$ cat config.mk
export PLATFORM = sky130hd
export DESIGN_NAME = decode_queue_flat
export DESIGN_NICKNAME = d
export VERILOG_FILES = /design/src/rtl/decode_queue_if.sv /design/src/rtl/decode_queue.sv /design/src/flat_wrapper.sv
export SDC_FILE = /design/constraint.sdc
export NUM_CORES = 1
export LEC_CHECK = 0
export BUFFER_PORTS_ARGS = -buffer_cell sky130_fd_sc_hd__buf_4
export CAP_MARGIN = 20
export CORE_AREA = 4 4 180 182
export DETAILED_ROUTE_END_ITERATION = 8
export DIE_AREA = 0 0 184 186
export GPL_TIMING_DRIVEN = 0
export PLACE_DENSITY = 0.65
export SLEW_MARGIN = 20
export SYNTH_ARGS = -nofsm -noshare
export SYNTH_HDL_FRONTEND = slang
export SYNTH_SLANG_ARGS = --single-unit
$ cat constraint.sdc
create_clock -name clk -period 4.7 [get_ports clk]
set_clock_uncertainty 0.15 [all_clocks]
set_input_delay 0.94 -clock clk [delete_from_list [all_inputs] [get_ports clk]]
set_output_delay 0.94 -clock clk [all_outputs]
set_load 0.01 [all_outputs]
$ cat src/rtl/decode_queue_if.sv
// decode_queue_if: fetch-to-decode push handshake carrying raw instruction and PC
interface decode_queue_if;
  logic        in_valid;
  logic        in_ready;
  logic [31:0] instr_raw;
  logic [31:0] pc_in;
  modport master (output in_valid, instr_raw, pc_in, input in_ready);
  modport slave  (input in_valid, instr_raw, pc_in, output in_ready);
endinterface

$ cat src/rtl/decode_queue.sv
// decode_queue: RV32I(+M) decode stage fed by a DEPTH-entry fetch queue, with JALR bubbles
module decode_queue #(
  parameter int DEPTH        = 4,
  parameter int JALR_BUBBLES = 1,
  parameter int EN_MUL       = 0
) (
  input  logic                   clk,
  input  logic                   rst,
  decode_queue_if.slave          f,
  input  logic                   stall,
  input  logic                   flush,
  output logic                   out_valid,
  output logic [31:0]            imm,
  output logic [31:0]            jalr_imm,
  output logic [31:0]            pc_out,
  output logic [4:0]             ctl,
  output logic                   src_imm,
  output logic                   src_pc,
  output logic                   read_reg1,
  output logic                   read_reg2,
  output logic                   reg_write,
  output logic                   mem_read,
  output logic                   mem_write,
  output logic [4:0]             reg1_addr,
  output logic [4:0]             reg2_addr,
  output logic [4:0]             write_reg,
  output logic [5:0]             br,
  output logic                   data_in,
  output logic                   data_out,
  output logic                   illegal,
  output logic [$clog2(DEPTH):0] count
);
  localparam int AW = $clog2(DEPTH);
  typedef struct packed {
    logic        ov;
    logic [31:0] imm;
    logic [31:0] jimm;
    logic [31:0] pc;
    logic [4:0]  ctl;
    logic        sim;
    logic        spc;
    logic        rr1;
    logic        rr2;
    logic        rw;
    logic        mr;
    logic        mw;
    logic [4:0]  r1;
    logic [4:0]  r2;
    logic [4:0]  wr;
    logic [5:0]  br;
    logic        din;
    logic        dout;
    logic        ill;
  } bundle_t;
  logic [63:0]   mem [DEPTH];
  logic [AW-1:0] rp, wp;
  logic [2:0]    bcnt, bi;
  logic [31:0]   hi, hpc;
  logic [6:0]    op, f7;
  logic [2:0]    f3;
  logic is_lui, is_auipc, is_jal, is_jalr, is_br, is_lw, is_sw, is_opi, is_op, is_din, is_dout;
  logic opi_ok, op_ok, alt, bad, push, pop, jalr_go, drop;
  bundle_t d, q;
  function automatic logic [4:0] alu(input logic [2:0] s, input logic a);
    return (s == 3'd0) ? (a ? 5'd6 : 5'd2) : (s == 3'd1) ? 5'd4 : (s == 3'd2) ? 5'd7 :
           (s == 3'd3) ? 5'd13 : (s == 3'd4) ? 5'd3 : (s == 3'd5) ? (a ? 5'd15 : 5'd5) :
           (s == 3'd6) ? 5'd1 : 5'd0;
  endfunction
  assign {hi, hpc} = mem[rp];
  assign op = hi[6:0];
  assign f3 = hi[14:12];
  assign f7 = hi[31:25];
  assign is_lui   = op == 7'b0110111;
  assign is_auipc = op == 7'b0010111;
  assign is_jal   = op == 7'b1101111;
  assign is_jalr  = op == 7'b1100111 && f3 == 3'b000;
  assign is_br    = op == 7'b1100011 && f3[2:1] != 2'b01;
  assign is_lw    = op == 7'b0000011 && f3 == 3'b010;
  assign is_sw    = op == 7'b0100011 && f3 == 3'b010;
  assign is_opi   = op == 7'b0010011;
  assign is_op    = op == 7'b0110011;
  assign is_din   = op == 7'b0000000;
  assign is_dout  = op == 7'b0000001;
  assign opi_ok = (f3 == 3'b001) ? f7 == 7'h00 : (f3 == 3'b101) ? (f7 == 7'h00 || f7 == 7'h20) : 1'b1;
  assign op_ok  = f7 == 7'h00 || (f7 == 7'h20 && (f3 == 3'b000 || f3 == 3'b101)) ||
                  (f7 == 7'h01 && EN_MUL != 0);
  assign bad = !(is_lui || is_auipc || is_jal || is_jalr || is_br || is_lw || is_sw ||
                 (is_opi && opi_ok) || (is_op && op_ok) || is_din || is_dout);
  // sub/sra select only on R-type or the shift-right immediate form
  assign alt = f7[5] && (is_op || f3 == 3'b101);
  assign bi  = f3[2] ? 3'd2 + {1'b0, f3[1:0]} : {2'b00, f3[0]};
  always_comb begin
    d      = '0;
    d.ov   = 1'b1;
    d.ill  = bad;
    d.ctl  = bad ? 5'd31 : (is_op && f7 == 7'h01) ? {2'b10, f3} : (is_op || is_opi) ? alu(f3, alt) :
             is_lui ? 5'd10 : (is_lw || is_sw || is_auipc || is_jal || is_jalr) ? 5'd2 : 5'd31;
    d.imm  = (is_jal || is_jalr) ? 32'd4 : (is_opi || is_lw) ? {{20{hi[31]}}, hi[31:20]} :
             is_sw ? {{20{hi[31]}}, hi[31:25], hi[11:7]} :
             (is_lui || is_auipc) ? {hi[31:12], 12'd0} : 32'd0;
    d.jimm = {{20{hi[31]}}, hi[31:20]};
    d.pc   = hpc;
    d.sim  = !is_op;
    d.spc  = is_auipc || is_jal || is_jalr;
    d.rr1  = !(is_lui || is_auipc || is_jal);
    d.rr2  = is_op || is_sw || is_br;
    d.rw   = !(is_br || is_sw || is_dout || bad);
    d.mr   = is_lw;
    d.mw   = is_sw;
    d.r1   = hi[19:15];
    d.r2   = hi[24:20];
    d.wr   = hi[11:7];
    d.br   = is_br ? 6'b000001 << bi : 6'b000000;
    d.din  = is_din;
    d.dout = is_dout;
  end
  assign pop     = !flush && !stall && bcnt == 3'd0 && count != '0;
  assign jalr_go = pop && is_jalr;
  assign drop    = flush || bcnt != 3'd0 || jalr_go;
  assign f.in_ready = count != (AW + 1)'(DEPTH);
  assign push    = f.in_valid && f.in_ready && !drop;
  always_ff @(posedge clk)
    if (push) mem[wp] <= {f.instr_raw, f.pc_in};
  always_ff @(posedge clk or posedge rst)
    if (rst) begin
      rp    <= '0;
      wp    <= '0;
      count <= '0;
      bcnt  <= 3'd0;
      q     <= '0;
    end else begin
      wp <= push ? wp + 1'b1 : wp;
      // a flush or an issued JALR discards every queued entry
      rp    <= (flush || jalr_go) ? wp : rp + AW'(pop);
      count <= (flush || jalr_go) ? '0 : count + (AW + 1)'(push) - (AW + 1)'(pop);
      if (flush) begin
        q    <= '0;
        bcnt <= 3'd0;
      end else if (!stall) begin
        q    <= pop ? d : '0;
        bcnt <= (bcnt != 3'd0) ? bcnt - 3'd1 : jalr_go ? 3'(JALR_BUBBLES) : 3'd0;
      end
    end
  assign {out_valid, imm, jalr_imm, pc_out, ctl, src_imm, src_pc, read_reg1, read_reg2, reg_write,
          mem_read, mem_write, reg1_addr, reg2_addr, write_reg, br, data_in, data_out, illegal} = q;
endmodule
$ cat src/flat_wrapper.sv
// flat-port wrapper written by rule: the top's interface ports become plain ports
module decode_queue_flat 
#(
  parameter int DEPTH        = 4,
  parameter int JALR_BUBBLES = 1,
  parameter int EN_MUL       = 0
)
  (clk, rst, stall, flush, out_valid, imm, jalr_imm, pc_out, ctl, src_imm, src_pc, read_reg1, read_reg2, reg_write, mem_read, mem_write, reg1_addr, reg2_addr, write_reg, br, data_in, data_out, illegal, count, f_in_valid, f_instr_raw, f_pc_in, f_in_ready);
  decode_queue_if f_i ();
  input  logic clk;
  input  logic rst;
  input  logic stall;
  input  logic flush;
  output logic out_valid;
  output logic [31:0] imm;
  output logic [31:0] jalr_imm;
  output logic [31:0] pc_out;
  output logic [4:0] ctl;
  output logic src_imm;
  output logic src_pc;
  output logic read_reg1;
  output logic read_reg2;
  output logic reg_write;
  output logic mem_read;
  output logic mem_write;
  output logic [4:0] reg1_addr;
  output logic [4:0] reg2_addr;
  output logic [4:0] write_reg;
  output logic [5:0] br;
  output logic data_in;
  output logic data_out;
  output logic illegal;
  output logic [$clog2(DEPTH):0] count;
  input wire logic [$bits(f_i.in_valid)-1:0] f_in_valid;
  input wire logic [$bits(f_i.instr_raw)-1:0] f_instr_raw;
  input wire logic [$bits(f_i.pc_in)-1:0] f_pc_in;
  output wire logic [$bits(f_i.in_ready)-1:0] f_in_ready;
  assign f_i.in_valid = f_in_valid;
  assign f_i.instr_raw = f_instr_raw;
  assign f_i.pc_in = f_pc_in;
  assign f_in_ready = f_i.in_ready;
  decode_queue #(.DEPTH(DEPTH), .JALR_BUBBLES(JALR_BUBBLES), .EN_MUL(EN_MUL)) u_core (.clk(clk), .rst(rst), .f(f_i), .stall(stall), .flush(flush), .out_valid(out_valid), .imm(imm), .jalr_imm(jalr_imm), .pc_out(pc_out), .ctl(ctl), .src_imm(src_imm), .src_pc(src_pc), .read_reg1(read_reg1), .read_reg2(read_reg2), .reg_write(reg_write), .mem_read(mem_read), .mem_write(mem_write), .reg1_addr(reg1_addr), .reg2_addr(reg2_addr), .write_reg(write_reg), .br(br), .data_in(data_in), .data_out(data_out), .illegal(illegal), .count(count));
endmodule
==> results.sh <==
export IMPL_postCtsSetupBuffers=0
export IMPL_critPathRequiredTime_ps=4980
export IMPL_fin_crit_ps=4030
export IMPL_synth_top_cell_area_share_pct=52.8
export IMPL_cts_hold_buf=0
export IMPL_holdWs_ps=266
export IMPL_syn_area_um2=14600
export IMPL_synth_top_area_cell="edfxtp_1"
export IMPL_syn_inst=788
export IMPL_grt_start_max_net_pins=72
export IMPL_grt_pass1_vias=8149
export IMPL_final_cell_mix="edfxtp_1 (256), buf_4 (230), dfrtp_1 (118)"
export IMPL_path_clk_slew_ps=60
export IMPL_start_kind="input port"
export IMPL_initial_core_util_pct=47.6
export IMPL_synthTopCellsByArea="edfxtp_1 (53%), dfrtp_1 (20%), mux4_2 (8.7%)"
export IMPL_critical_path_max_fanout=11
export IMPL_drcViolationCount=0
export IMPL_h_tree_depth=2
export IMPL_fin_util_pct=58.9
export IMPL_async_reset_ff_share_pct=31.6
export IMPL_rr_startpoint="u_core.bcnt[0]"
export IMPL_cts_tree="done"
export IMPL_hold_violations=0
export IMPL_wl_um=33000
export IMPL_wire_per_inst_um=22.5
export IMPL_ir_drop_mv=0.372
export IMPL_worst_pin_slew_ps=907
export IMPL_gr_total_overflow=0
export IMPL_area_growth_pct=23.7
export IMPL_hpwl_um=22100
export IMPL_ys_seq_area_share_pct=73.0
export IMPL_vias_per_cell=5.50
export IMPL_gp_congestion=0.836
export IMPL_die_w_um=184
export IMPL_cp_arrival_ps=4310
export IMPL_core_rowCount=64
export IMPL_synthDistinctLibCells=59
export IMPL_worstSetupStartpoint="flush"
export IMPL_synth_edf_count=256
export IMPL_drtPass1Iterations=5
export IMPL_fp_dieH_um=186
export IMPL_status="completed"
export IMPL_cap_violations=0
export IMPL_ant_nets=0
export IMPL_grt_pass1_wl_um=50200
export IMPL_grtUsageTotal_pct=19.2
export IMPL_ff2ff_path_depth=15
export IMPL_ys_ff_latch=374
export IMPL_vias=8062
export IMPL_critPathCaptureType="flop"
export IMPL_io_pins=206
export IMPL_cts_made_buffers=39
export IMPL_die_area_um2=34200
export IMPL_timing_rr_end="u_core.count[2]"
export IMPL_drive_above_1_share_pct=36.2
export IMPL_port_buffers=204
export IMPL_nNetsFinal=1118
export IMPL_p_per_area_nw_per_um2=513
export IMPL_final_setup_viol_count=0
export IMPL_slew_headroom_pct=39.5
export IMPL_synthFlopType="edfxtp_1"
export IMPL_num_antenna_cells=0
export IMPL_antenna_found_initial=2
export IMPL_syn_num_nets=867
export IMPL_clock_latency_ps=520
export IMPL_crit_type="input port to flop"
export IMPL_hold_path_class="input port to asynchronous set/reset pin"
export IMPL_ys_warnings_count=0
export IMPL_r2r_slack_ps=680
export IMPL_fin_crit_sh_pct=85.7
export IMPL_root_buffer="clkbuf_16"
export IMPL_fmax_mhz=248
export IMPL_clock_tree_buffer_depth=3
export IMPL_rsz0062_at_grt="no"
export IMPL_drt_iter0_drc=587
export IMPL_postSynthAreaPerCell_um2=18.5
export IMPL_final_common_cell="edfxtp_1"
export IMPL_top_register="u_core.mem"
export IMPL_cts_sinks=374
export IMPL_postCtsResizedCells=0
export IMPL_maxSlewViolCount=0
export IMPL_power_leakage_nw=7.34
export IMPL_largest_reg_flops=256
export IMPL_core_um2=30600
==> worst max-delay path by stage <==
| stage | endpoint | slack, ps | depth (start not counted) |
|---|---|---|---|
| finish | u_core.count[2] | 670 | 15 |
| detailed placement | u_core.count[2] | 150 | 15 |
| CTS | u_core.count[2] | 620 | 15 |
| global placement | u_core.mem[1][24] | -1430 | 6 |
| floorplan | u_core.mem[0][0] | 380 | 8 |
| global route | u_core.count[2] | 380 | 15 |
==> synth_stat cells, types with 4 or more instances <==
library cell    n
and2_1          6
clkbuf_1       24
mux4_1          8
mux4_2         56
inv_1          12
nor2_1         13
a22oi_1         4
buf_4          25
buf_2           8
buf_1           8
ha_1            9
a22o_1         86
edfxtp_1      256
o21ai_0        17
a21o_1         20
nand3_1         5
a21oi_1         7
buf_6           4
dfrtp_1       118
nor3_1          8
nand2_1        37
==> area by class of cell <==
cell class / instances / area [µm²]
timing repair buffer: 210 / 1660
sequential: 374 / 10600
buffer: 70 / 413
multi-input combinational: 332 / 3490
inverter: 12 / 52.6
clock inverter: 16 / 106
fill: 2308 / 12600
tap: 396 / 495
clock buffer: 56 / 1160
==> stage by stage <==
| step | setup TNS, ps | setup slack, ps | std cells | area, µm² | power [W] |
|---|---|---|---|---|---|
| after floorplan | 0 | 383 | 788 | 14600 | 0.00554 |
| after detailed placement | 0 | 150 | 1394 | 16700 | 0.00639 |
| final | 0 | 672 | 1466 | 18000 | 0.00924 |
| after global routing | 0 | 377 | 1466 | 18000 | 0.00969 |
| after CTS | 0 | 625 | 1466 | 18000 | 0.00937 |
| after global placement | -523390 | -1430 | 1388 | 16600 | 0.00635 |
==> cells by family after synthesis <==
group	Yosys count	synth area share (%)
flops	374	73.0
compound gates	153	8.38
simple gates	97	3.84
buf+inv	82	3.14
mux	67	10.4
fa+ha+maj	10	0.911
xor+xnor	5	0.301
==> layer usage <==
layer | up-vias | routed length, µm | track usage (%)
met1 | 4088 | 13900 | 26.9
met2 | 292 | 15800 | 30.9
met4 | 4 | 536 | 4.11
li1 | 3635 | - | -
met3 | 43 | 2700 | 4.92
met5 | - | 27 | 0
==> power by group <==
part	switching, W	total, W	internal (W)
clock	0.00123	0.00296	0.00173
combinational	0.00122	0.00226	0.00104
sequential	0.000144	0.00402	0.00388
==> critical path, stage by stage <==
cell      delay [ps]
clkbuf_1         190
nor2_1           160
o311ai_2         180
buf_4            220
inv_1             70
clkbuf_1         580
buf_1            550
ha_1             340
inv_1             50
ha_1             130
inv_1             50
fa_1             420
xor2_1           160
xnor2_1          130
nor3_1           130
No activity file was read; power rests on OpenSTA's default activity.
